## config.mk

```make
export PLATFORM = sky130hd
export DESIGN_NAME = seq_detect_sched
export DESIGN_NICKNAME = d
export VERILOG_FILES = /design/src/rtl/seq_detect_sched.sv
export SDC_FILE = /design/constraint.sdc
export NUM_CORES = 1
export LEC_CHECK = 0
export CAP_MARGIN = 20
export CORE_ASPECT_RATIO = 1.25
export CORE_MARGIN = 1.5
export CORE_UTILIZATION = 35
export CTS_BUF_LIST = sky130_fd_sc_hd__clkbuf_4
export CTS_CLUSTER_SIZE = 28
export DETAILED_ROUTE_END_ITERATION = 12
export GPL_TIMING_DRIVEN = 0
export PLACE_DENSITY = 0.68
export RECOVER_POWER = 50
export SLEW_MARGIN = 25
export SYNTH_ARGS = -nofsm -noshare
export SYNTH_HDL_FRONTEND = slang
export SYNTH_SLANG_ARGS = --single-unit
```

## constraint.sdc

```tcl
create_clock -name clk -period 2.51 [get_ports clk]
set_input_delay 0.753 -clock clk [delete_from_list [all_inputs] [get_ports clk]]
set_output_delay 0.753 -clock clk [all_outputs]
set_load 0.005 [all_outputs]
```

## src/rtl/seq_detect_sched.sv

```systemverilog
// Bit-serial pattern-detection scheduler: accepts words over valid/ready, shifts them MSB-first
// through a programmable pattern matcher. Define SEQ_SCHED_NOOVL_EN for non-overlapping detection.
`timescale 1ns/1ps

module seq_detect_sched #(
  parameter int DATA_W  = 8,
  parameter int PAT_MAX = 8,
  parameter int CNT_W   = 8
) (
  input  logic               clk,
  input  logic               reset,
  input  logic               en,
  input  logic               cfg_we,
  input  logic [PAT_MAX-1:0] cfg_pattern,
  input  logic [3:0]         cfg_len,
  input  logic [CNT_W-1:0]   cfg_thresh,
  input  logic               clr_cnt,
  input  logic               in_valid,
  input  logic [DATA_W-1:0]  in_data,
  output logic               in_ready,
  output logic               busy,
  output logic               bit_out,
  output logic               seq_seen,
  output logic [CNT_W-1:0]   match_cnt,
  output logic               thresh_hit
);

  localparam int         IDX_W   = (DATA_W > 1) ? $clog2(DATA_W) : 1;
  localparam logic [3:0] LEN_MAX = 4'(PAT_MAX);

  typedef enum logic [1:0] {S_IDLE, S_WAIT, S_SHIFT} state_t;

  state_t              r_state;
  logic [DATA_W-1:0]   r_shreg;
  logic [IDX_W-1:0]    r_idx;
  logic [PAT_MAX-1:0]  r_hist;
  logic [3:0]          r_fill;
  logic [PAT_MAX-1:0]  r_pattern;
  logic [3:0]          r_len;
  logic [CNT_W-1:0]    r_thresh;
  logic [CNT_W-1:0]    r_cnt;
  logic                r_seq_seen;
  logic                r_thresh_hit;

  logic                w_bit;
  logic [PAT_MAX-1:0]  w_hist_nxt;
  logic [3:0]          w_fill_nxt;
  logic [PAT_MAX-1:0]  w_mask;
  logic                w_match;
  logic [3:0]          w_len_clamped;
  logic [CNT_W-1:0]    w_cnt_inc;

  assign w_bit      = r_shreg[DATA_W-1];
  assign w_hist_nxt = {r_hist[PAT_MAX-2:0], w_bit};
  assign w_fill_nxt = (r_fill >= LEN_MAX) ? LEN_MAX : r_fill + 4'd1;
  assign w_cnt_inc  = (&r_cnt) ? r_cnt : r_cnt + CNT_W'(1);

  assign w_len_clamped = (cfg_len == 4'd0)    ? 4'd1    :
                         (cfg_len > LEN_MAX)  ? LEN_MAX : cfg_len;

  // NOTE: default every combinational output before the loop so no path leaves it unassigned (latch).
  always_comb begin
    w_mask = '0;
    for (int i = 0; i < PAT_MAX; i++) begin
      w_mask[i] = (4'(i) < r_len);
    end
  end

  // A match is judged on the history as it will be after absorbing the current bit.
  assign w_match = (r_state == S_SHIFT) && en &&
                   (((w_hist_nxt ^ r_pattern) & w_mask) == '0) &&
                   (w_fill_nxt >= r_len);

  // NOTE: sequential state uses non-blocking assignments so every register samples pre-edge values.
  always_ff @(posedge clk or posedge reset) begin
    if (reset) begin
      r_state      <= S_IDLE;
      r_shreg      <= '0;
      r_idx        <= '0;
      r_hist       <= '0;
      r_fill       <= '0;
      r_pattern    <= PAT_MAX'(4'b1011);
      r_len        <= 4'd4;
      r_thresh     <= '0;
      r_cnt        <= '0;
      r_seq_seen   <= 1'b0;
      r_thresh_hit <= 1'b0;
    end else begin
      r_seq_seen <= w_match;

      // Clear beats a coincident match; the pulse itself still fires.
      if (clr_cnt) begin
        r_cnt        <= '0;
        r_thresh_hit <= 1'b0;
      end else if (w_match) begin
        r_cnt <= w_cnt_inc;
        if ((r_thresh != '0) && (w_cnt_inc == r_thresh)) r_thresh_hit <= 1'b1;
      end

      if ((r_state == S_IDLE) && cfg_we) begin
        r_pattern <= cfg_pattern;
        r_len     <= w_len_clamped;
        r_thresh  <= cfg_thresh;
      end

      if (!en) begin
        r_state <= S_IDLE;
        r_shreg <= '0;
        r_idx   <= '0;
        r_hist  <= '0;
        r_fill  <= '0;
      end else begin
        case (r_state)
          S_IDLE: r_state <= S_WAIT;
          S_WAIT: begin
            if (in_valid) begin
              r_shreg <= in_data;
              r_idx   <= '0;
              r_state <= S_SHIFT;
            end
          end
          S_SHIFT: begin
            r_shreg <= {r_shreg[DATA_W-2:0], 1'b0};
            r_hist  <= w_hist_nxt;
`ifdef SEQ_SCHED_NOOVL_EN
            r_fill  <= w_match ? 4'd0 : w_fill_nxt;
`else
            r_fill  <= w_fill_nxt;
`endif
            r_idx   <= r_idx + IDX_W'(1);
            if (r_idx == IDX_W'(DATA_W - 1)) r_state <= S_WAIT;
          end
          default: r_state <= S_IDLE;
        endcase
      end
    end
  end

  assign in_ready   = (r_state == S_WAIT);
  assign busy       = (r_state == S_SHIFT);
  assign bit_out    = (r_state == S_SHIFT) & w_bit;
  assign seq_seen   = r_seq_seen;
  assign match_cnt  = r_cnt;
  assign thresh_hit = r_thresh_hit;

endmodule

```

## After elaboration in Yosys (flattened, before gate mapping)

Index checks and enable logic that the tools add are counted.

| word-level totals | value |
|---|---|
| memory bits (read-only) | 0 |
| latch bits | 0 |
| register bits | 54 |
| memories | 0 |
| output and inout bits | 13 |
| bits in writable memories | 0 |

| cells by class | value |
|---|---|
| reduce and logical (&&, ||, !) cells | 15 |
| order comparisons | 11 |
| multipliers | 0 |
| div/mod/pow operators | 0 |
| shift operators | 0 |
| $add $sub $neg | 3 |
| bitwise gates (word level) | 3 |
| eq/ne operators | 8 |
| multiplexer cells | 23 |

Operators by type and width:

| operator | count |
|---|---|
| 2-to-1 mux 8 bit | 5 |
| 2-to-1 mux 4 bit | 5 |
| less-than comparator 3 x 4 -> 1 bit (first input constant) | 4 |
| case mux 8 bit (2 select lines) | 1 |
| 2-to-1 mux 7 bit | 2 |
| adder 8 x 1 -> 8 bit (second input constant) | 1 |
| bitwise AND 8 bit | 1 |
| == test 8 bit | 1 |
| zero test 8 bit | 1 |
| less-than comparator 1 x 4 -> 1 bit (first input constant) | 2 |
| less-than comparator 2 x 4 -> 1 bit (first input constant) | 2 |
| AND reduction 8 bit | 1 |
| nonzero test 8 bit | 1 |
| XOR 8 bit | 1 |
| 2-to-1 mux 2 bit | 3 |
| 2-to-1 mux 3 bit | 2 |
| case mux 2 bit (3 select lines) | 1 |
| case mux 3 bit (2 select lines) | 1 |
| AND reduction 2 bit | 3 |
| logical AND 1 bit | 5 |
| adder 4 x 1 -> 4 bit (second input constant) | 1 |
| >= comparator 4 bit | 1 |
| >= comparator 4 bit (second input constant) | 1 |
| > comparator 4 bit (second input constant) | 1 |
| other kinds (13) | 16 |

## Depth between registers and ports, before layout

| logic depth | value |
|---|---|
| word-level depth | 7 |
| mapped depth | 10 |
| gate-level depth less buffers | 9 |

## Worst setup path after synthesis

Ideal clock, no wire load.

| timing | value |
|---|---|
| path kind | reg-to-reg |
| from | reg r_len[2] |
| to | reg r_cnt[0] (netlist: match_cnt[0]) |
| period minus slack after synthesis | 2.337 ns |
| setup time | 0.125 ns |
| buffers on the path | 0 |
| cell stages (with the launch flop) | 7 |
| slack | 0.173 ns |
| data arrival time | 2.212 ns |
| path through | dfstp_2 > or4b_4 > a2111oi_4 > o21ai_2 > a211oi_4 > and2b_1 > mux2_2 |

| on the way | value |
|---|---|
| word-level cells in the longest chain between the ends | 6 |

Ends and longest elaborated chain:

| element | RTL line | text |
|---|---|---|
| from (decl) | 39 | `logic [3:0] r_len;` |
| from (signal assigned) | 102 | `r_len <= w_len_clamped;` |
| less-than comparator 1 x 4 -> 1 bit (tied with other cells) | 65 | `w_mask[i] = (4'(i) < r_len);` |
| bitwise AND 8 bit | 71 | `(((w_hist_nxt ^ r_pattern) & w_mask) == '0) &&` |
| zero test 8 bit | 71 |  |
| logical AND 1 bit | 70 | `assign w_match = (r_state == S_SHIFT) && en &&` |
| logical AND 1 bit (*) | 71 |  |
| nonzero test 2 bit (no source line) (*) | - |  |
| to (signal assigned) | 96 | `r_cnt <= w_cnt_inc;` |
| to (decl) | 41 | `logic [CNT_W-1:0] r_cnt;` |

Mark *: on every way between the ends. The rest lies on a longest branch, timed or not.
A chain may end at the register's enable or synchronous reset.

## Final worst setup path

| timing | value |
|---|---|
| from | reg r_len[2] |
| to | reg r_cnt[5] (netlist: match_cnt[5]) |

The elaborated chain is that of the path after synthesis.

==> flow_summary.html <==
<table>
<tr><th>Metric</th><th>Value</th></tr>
<tr><th colspan="2">Clocking</th></tr>
<tr><td>Number of buffers between clock root and the deepest sink</td><td>2</td></tr>
<tr><td>CTS tree</td><td>yes</td></tr>
<tr><td>Clock network latency to the later pin of the worst-skew pair</td><td>0.38 ns</td></tr>
<tr><td>Clock tree root driver cell</td><td>clkbuf_4</td></tr>
<tr><td>Number of levels the H-tree was split into</td><td>2</td></tr>
<tr><td>Inserted Clock Buffers</td><td>5</td></tr>
<tr><td>Clock edge transition at the registers on the reported setup and hold paths</td><td>0.16 ns</td></tr>
<tr><td>Clock sink count</td><td>54</td></tr>
<tr><th colspan="2">Setup path</th></tr>
<tr><td>Data required time at the worst endpoint</td><td>2.80 ns</td></tr>
<tr><td>Largest fanout of any net on the critical path</td><td>4</td></tr>
<tr><td>Type of origin of the critical path</td><td>register</td></tr>
<tr><td>Critical path's slowest cell</td><td>dfstp_2</td></tr>
<tr><td>R2R Path End</td><td>match_cnt[5]$_DFFE_PP0P_</td></tr>
<tr><td>Series of cell instances along the critical path</td><td>or4b_4 &gt; a2111oi_4 &gt; o21ai_2 &gt; a211oi_4 &gt; nor2b_2 &gt; mux2_4</td></tr>
<tr><td>Crit path launch</td><td>r_len[2]$_DFFE_PP1P_</td></tr>
<tr><td>Reg2reg start</td><td>r_len[2]$_DFFE_PP1P_</td></tr>
<tr><td>Worst Reg2Reg Path Length in Cells</td><td>6</td></tr>
<tr><td>Nature of the critical path endpoint</td><td>register</td></tr>
<tr><td>Worst setup path endpoint</td><td>match_cnt[5]$_DFFE_PP0P_</td></tr>
<tr><td>Path type of the worst setup path</td><td>register to register</td></tr>
<tr><td>R2r setup slk</td><td>0.06 ns</td></tr>
<tr><td>Category of cells accounting for the largest share of critical-path delay</td><td>compound AO/OA/AOI/OAI gates</td></tr>
<tr><td>Signal arrival time at the worst endpoint</td><td>2.74 ns</td></tr>
<tr><td>Logic depth of the worst setup path including buffers</td><td>6</td></tr>
<tr><td>Number of buffer and inverter instances along the worst setup path</td><td>0</td></tr>
<tr><td>Largest incremental delay on the critical path</td><td>0.60 ns</td></tr>
<tr><th colspan="2">Placed design</th></tr>
<tr><td>Routability congestion estimate</td><td>0.874</td></tr>
<tr><td>Standard cell area after detailed placement</td><td>3600 sq um</td></tr>
<tr><td>Number of buffers inserted by port buffering</td><td>44</td></tr>
<tr><td>Hpwl dp</td><td>4960 microns</td></tr>
<tr><th colspan="2">Route</th></tr>
<tr><td>Routed via count divided by cell count</td><td>5.50</td></tr>
<tr><td>Router iterations before antenna repair</td><td>4</td></tr>
<tr><td>DRC violation count after routing</td><td>0</td></tr>
<tr><td>Drt wl/cell</td><td>14.8 microns</td></tr>
<tr><td>Total via count in the routed design</td><td>2509</td></tr>
<tr><td>1st-iter DRT viols</td><td>123</td></tr>
<tr><td>Wirelength, routed</td><td>6770 microns</td></tr>
<tr><td>Number of routed nets with antenna violations</td><td>0</td></tr>
<tr><th colspan="2">Logic synthesis</th></tr>
<tr><td>Syn Area/Cell</td><td>9.99 sq um</td></tr>
<tr><td>Post-synthesis net count</td><td>344</td></tr>
<tr><td>Part of the Yosys area used for sequential elements</td><td>45.1%</td></tr>
<tr><td>Simple-gate area share of the yosys netlist</td><td>16.4%</td></tr>
<tr><td>Multiplexer share of the synthesized area</td><td>7.37%</td></tr>
<tr><td>Area share of fa/ha/maj cells after synthesis</td><td>3.75%</td></tr>
<tr><td>Syn Std Cell Area</td><td>3010 sq um</td></tr>
<tr><td>Post-synthesis compound-gate area fraction</td><td>19.4%</td></tr>
<tr><td>Number of flops mapped to enable cells by yosys</td><td>0</td></tr>
<tr><td>Synth Warn #</td><td>0</td></tr>
<tr><td>Area share of xor/xnor cells in the synthesized design</td><td>4.08%</td></tr>
<tr><td>Count of unique library cells instantiated by Yosys</td><td>57</td></tr>
<tr><td>Dominant combinational cell family by area after synthesis</td><td>compound AO/OA/AOI/OAI gates</td></tr>
<tr><td>Seq cells post-synth</td><td>54</td></tr>
<tr><td>Share of synthesized flip-flops with an asynchronous set or reset</td><td>100%</td></tr>
<tr><td>Gate count after technology mapping</td><td>301</td></tr>
<tr><td>Predominant post-synthesis flop cell</td><td>dfrtp_1</td></tr>
<tr><th colspan="2">Finish</th></tr>
<tr><td>Antenna diode count</td><td>0</td></tr>
<tr><td>Multi-input gate area</td><td>1560 sq um</td></tr>
<tr><td>Fillers</td><td>799</td></tr>
<tr><td>Layout overhead on the synthesized area</td><td>24.9%</td></tr>
<tr><td>Final Cell Area</td><td>3760 sq um</td></tr>
<tr><td>Share of cells above drive strength 1</td><td>16.2%</td></tr>
<tr><td>Register area</td><td>1360 sq um</td></tr>
<tr><td># nets final</td><td>401</td></tr>
<tr><th colspan="2">Floorplan</th></tr>
<tr><td># IOs</td><td>47</td></tr>
<tr><td>Area of the core region</td><td>8290 sq um</td></tr>
<tr><td>Area enclosed by the die boundary</td><td>9160 sq um</td></tr>
<tr><td>Initial core utilization</td><td>36.3%</td></tr>
<tr><td>Floorplan die height</td><td>107 microns</td></tr>
<tr><td>Total number of placement rows</td><td>37</td></tr>
<tr><td>DIE WIDTH</td><td>85.9 microns</td></tr>
<tr><th colspan="2">Run status</th></tr>
<tr><td>Status</td><td>complete, no violations</td></tr>
<tr><th colspan="2">Global route</th></tr>
<tr><td>Vias in the first global route</td><td>2460</td></tr>
<tr><td>Global-route wire length before repair</td><td>11300 microns</td></tr>
<tr><td>Maximum number of pins on one net before global-route repair</td><td>55</td></tr>
<tr><td>GR met3 Demand/Resource</td><td>3.16%</td></tr>
<tr><td>Global routing usage summed across all routing layers</td><td>15.5%</td></tr>
<tr><td>GR Layer Usage met2</td><td>27.0%</td></tr>
<tr><td>Gr busiest metal</td><td>met2</td></tr>
<tr><td>Antenna violations before repair</td><td>0</td></tr>
<tr><td>Met1 routing resource usage after global routing</td><td>18.5%</td></tr>
<tr><td>Leftover overflow at the end of global routing</td><td>0</td></tr>
<tr><th colspan="2">Power</th></tr>
<tr><td>Leakage power of the design</td><td>1.58 nW</td></tr>
<tr><td>Post-layout power</td><td>1.99 mW</td></tr>
<tr><td>Power density over the cells</td><td>531 nW/um^2</td></tr>
<tr><td>Maximum vdd ir drop</td><td>0.231 mV</td></tr>
<tr><th colspan="2">Timing</th></tr>
<tr><td>Worst Hold Slack</td><td>0.518 ns</td></tr>
<tr><td>Max-Slew Margin vs Limit</td><td>10.8%</td></tr>
<tr><td>Unrepaired setup endpoints after global routing</td><td>yes</td></tr>
<tr><td>Final hold violation count</td><td>0</td></tr>
<tr><td>Time the worst path needs with I/O delays and setup</td><td>2.45 ns</td></tr>
<tr><td>Layout Skew</td><td>0.0182 ns</td></tr>
<tr><td>Highest achievable clock rate</td><td>408 MHz</td></tr>
<tr><td>Final Slew Violations</td><td>0</td></tr>
<tr><td>Pin slew with the least headroom to its limit</td><td>1.34 ns</td></tr>
<tr><td>Number of setup violations in the final report</td><td>0</td></tr>
<tr><td>Final clock period utilization by the worst path</td><td>97.7%</td></tr>
<tr><th colspan="2">Min path</th></tr>
<tr><td>Hold Crit Class</td><td>register to register</td></tr>
<tr><th colspan="2">Flow run</th></tr>
<tr><td>Max-cap viol count</td><td>0</td></tr>
</table>
==> layout make-up <==
cell class              count  area share, %
clock buffers               5          0.999
repair buffers             50           12.9
well taps                  97           3.23
clock inverters             3           1.70
plain buffers              18           2.33
inverters                  11           1.13
multi-input cells         218           41.5
flip-flops and latches     54           36.2
==> state kept, by name (all words and copies together) (netlist names) <==
register / flops
r_len: 4
r_idx: 3
r_state: 2
thresh_hit: 1
r_shreg: 8
match_cnt: 8
seq_seen: 1
r_fill: 4
r_pattern: 8
r_hist: 7
r_thresh: 8
==> cells in the final DEF, fill, tap and decap left out, types with 3 or more instances in the layout <==
master	instances
nor3_1	3
nor2b_1	7
clkdlybuf4s50_1	41
a21boi_0	8
a22o_1	8
mux2i_1	3
nand3_1	4
a21oi_1	15
o21ai_0	11
buf_4	5
ha_1	9
inv_1	9
and3_1	4
clkbuf_1	13
mux2_2	15
nand2_1	41
xor2_1	9
dfrtp_1	48
nand3b_1	3
dfstp_2	4
nand4_1	5
xnor2_1	5
nand2b_1	6
and2_1	3
clkbuf_4	5
o21a_1	4
nor2_1	15
==> worst min path at each step <==
stage / from / endpoint / slack (ns) / cells past startpoint
after CTS: r_idx[0]$_DFFE_PP0P_ / r_idx[0]$_DFFE_PP0P_ / 0.52 / 1
after detailed placement: r_idx[2]$_DFFE_PP0P_ / r_idx[2]$_DFFE_PP0P_ / 0.49 / 1
after global routing: r_idx[0]$_DFFE_PP0P_ / r_idx[0]$_DFFE_PP0P_ / 0.54 / 1
after floorplan: r_idx[0]$_DFFE_PP0P_ / r_idx[0]$_DFFE_PP0P_ / 0.46 / 1
final: r_idx[0]$_DFFE_PP0P_ / r_idx[0]$_DFFE_PP0P_ / 0.52 / 1
after global placement: r_idx[1]$_DFFE_PP0P_ / r_idx[1]$_DFFE_PP0P_ / 0.48 / 1
==> layer usage <==
layer  part of all wire (%)  vias to the layer above
met4                    2.2                        0
met5                      0                        -
met1                     41                     1228
met2                     52                       83
li1                       -                     1184
met3                    4.9                       14
==> synthesized netlist by cell type (all sizes together) (5+ instances only) <==
library cell	instances	share of area, %
inv	11	1.4
nand2	41	5.1
xnor2	5	1.5
nor2b	8	1.7
a22o	8	2.3
clkbuf	15	1.9
a21oi	17	3.0
dfrtp	50	42
a21boi	8	2.0
nand2b	6	1.2
xor2	9	2.6
mux2	17	6.4
o21ai	12	2.1
nand4	5	1.0
nor2	15	1.9
ha	9	3.7
==> worst reg2reg max path, stage by stage (launching register included) <==
cell       delay [ns]
dfstp_2          0.60
or4b_4           0.48
a2111oi_4        0.31
o21ai_2          0.12
a211oi_4         0.33
nor2b_2          0.22
mux2_4           0.30
==> cells by family after synthesis <==
family          after synthesis
simple gates                100
compound gates               75
flops                        54
buf+inv                      29
mux                          20
xor+xnor                     14
fa+ha+maj                     9
==> where the power goes <==
part	switching, mW	total [mW]	internal [mW]
combinational	0.174	0.373	0.199
clock	0.273	0.580	0.307
sequential	0.0806	1.04	0.960
total	0.528	1.99	1.47
==> metrics by stage <==
step	setup WS (ns)	setup TNS (ns)	cells	utilization, %
floorplan	0.173	0	301	-
finish	0.0588	0	456	45.3
CTS	0.0110	0	454	45.1
global placement	-0.710	-41.32	442	43.1
detailed placement	-0.309	-2.94	443	43.5
global route	-0.0474	-0.212	456	45.3
==> timing repair <==
action / 4_1_cts / 5_1_grt
cloned: 0 / 0
gates resized for setup: 7 / 11
pin swaps: 1 / 1
setup buffers: 3 / 2
endpoints found under the setup margin: 4 / 9
hold buffers: 0 / 0
(Power assumes the default switching activity.)
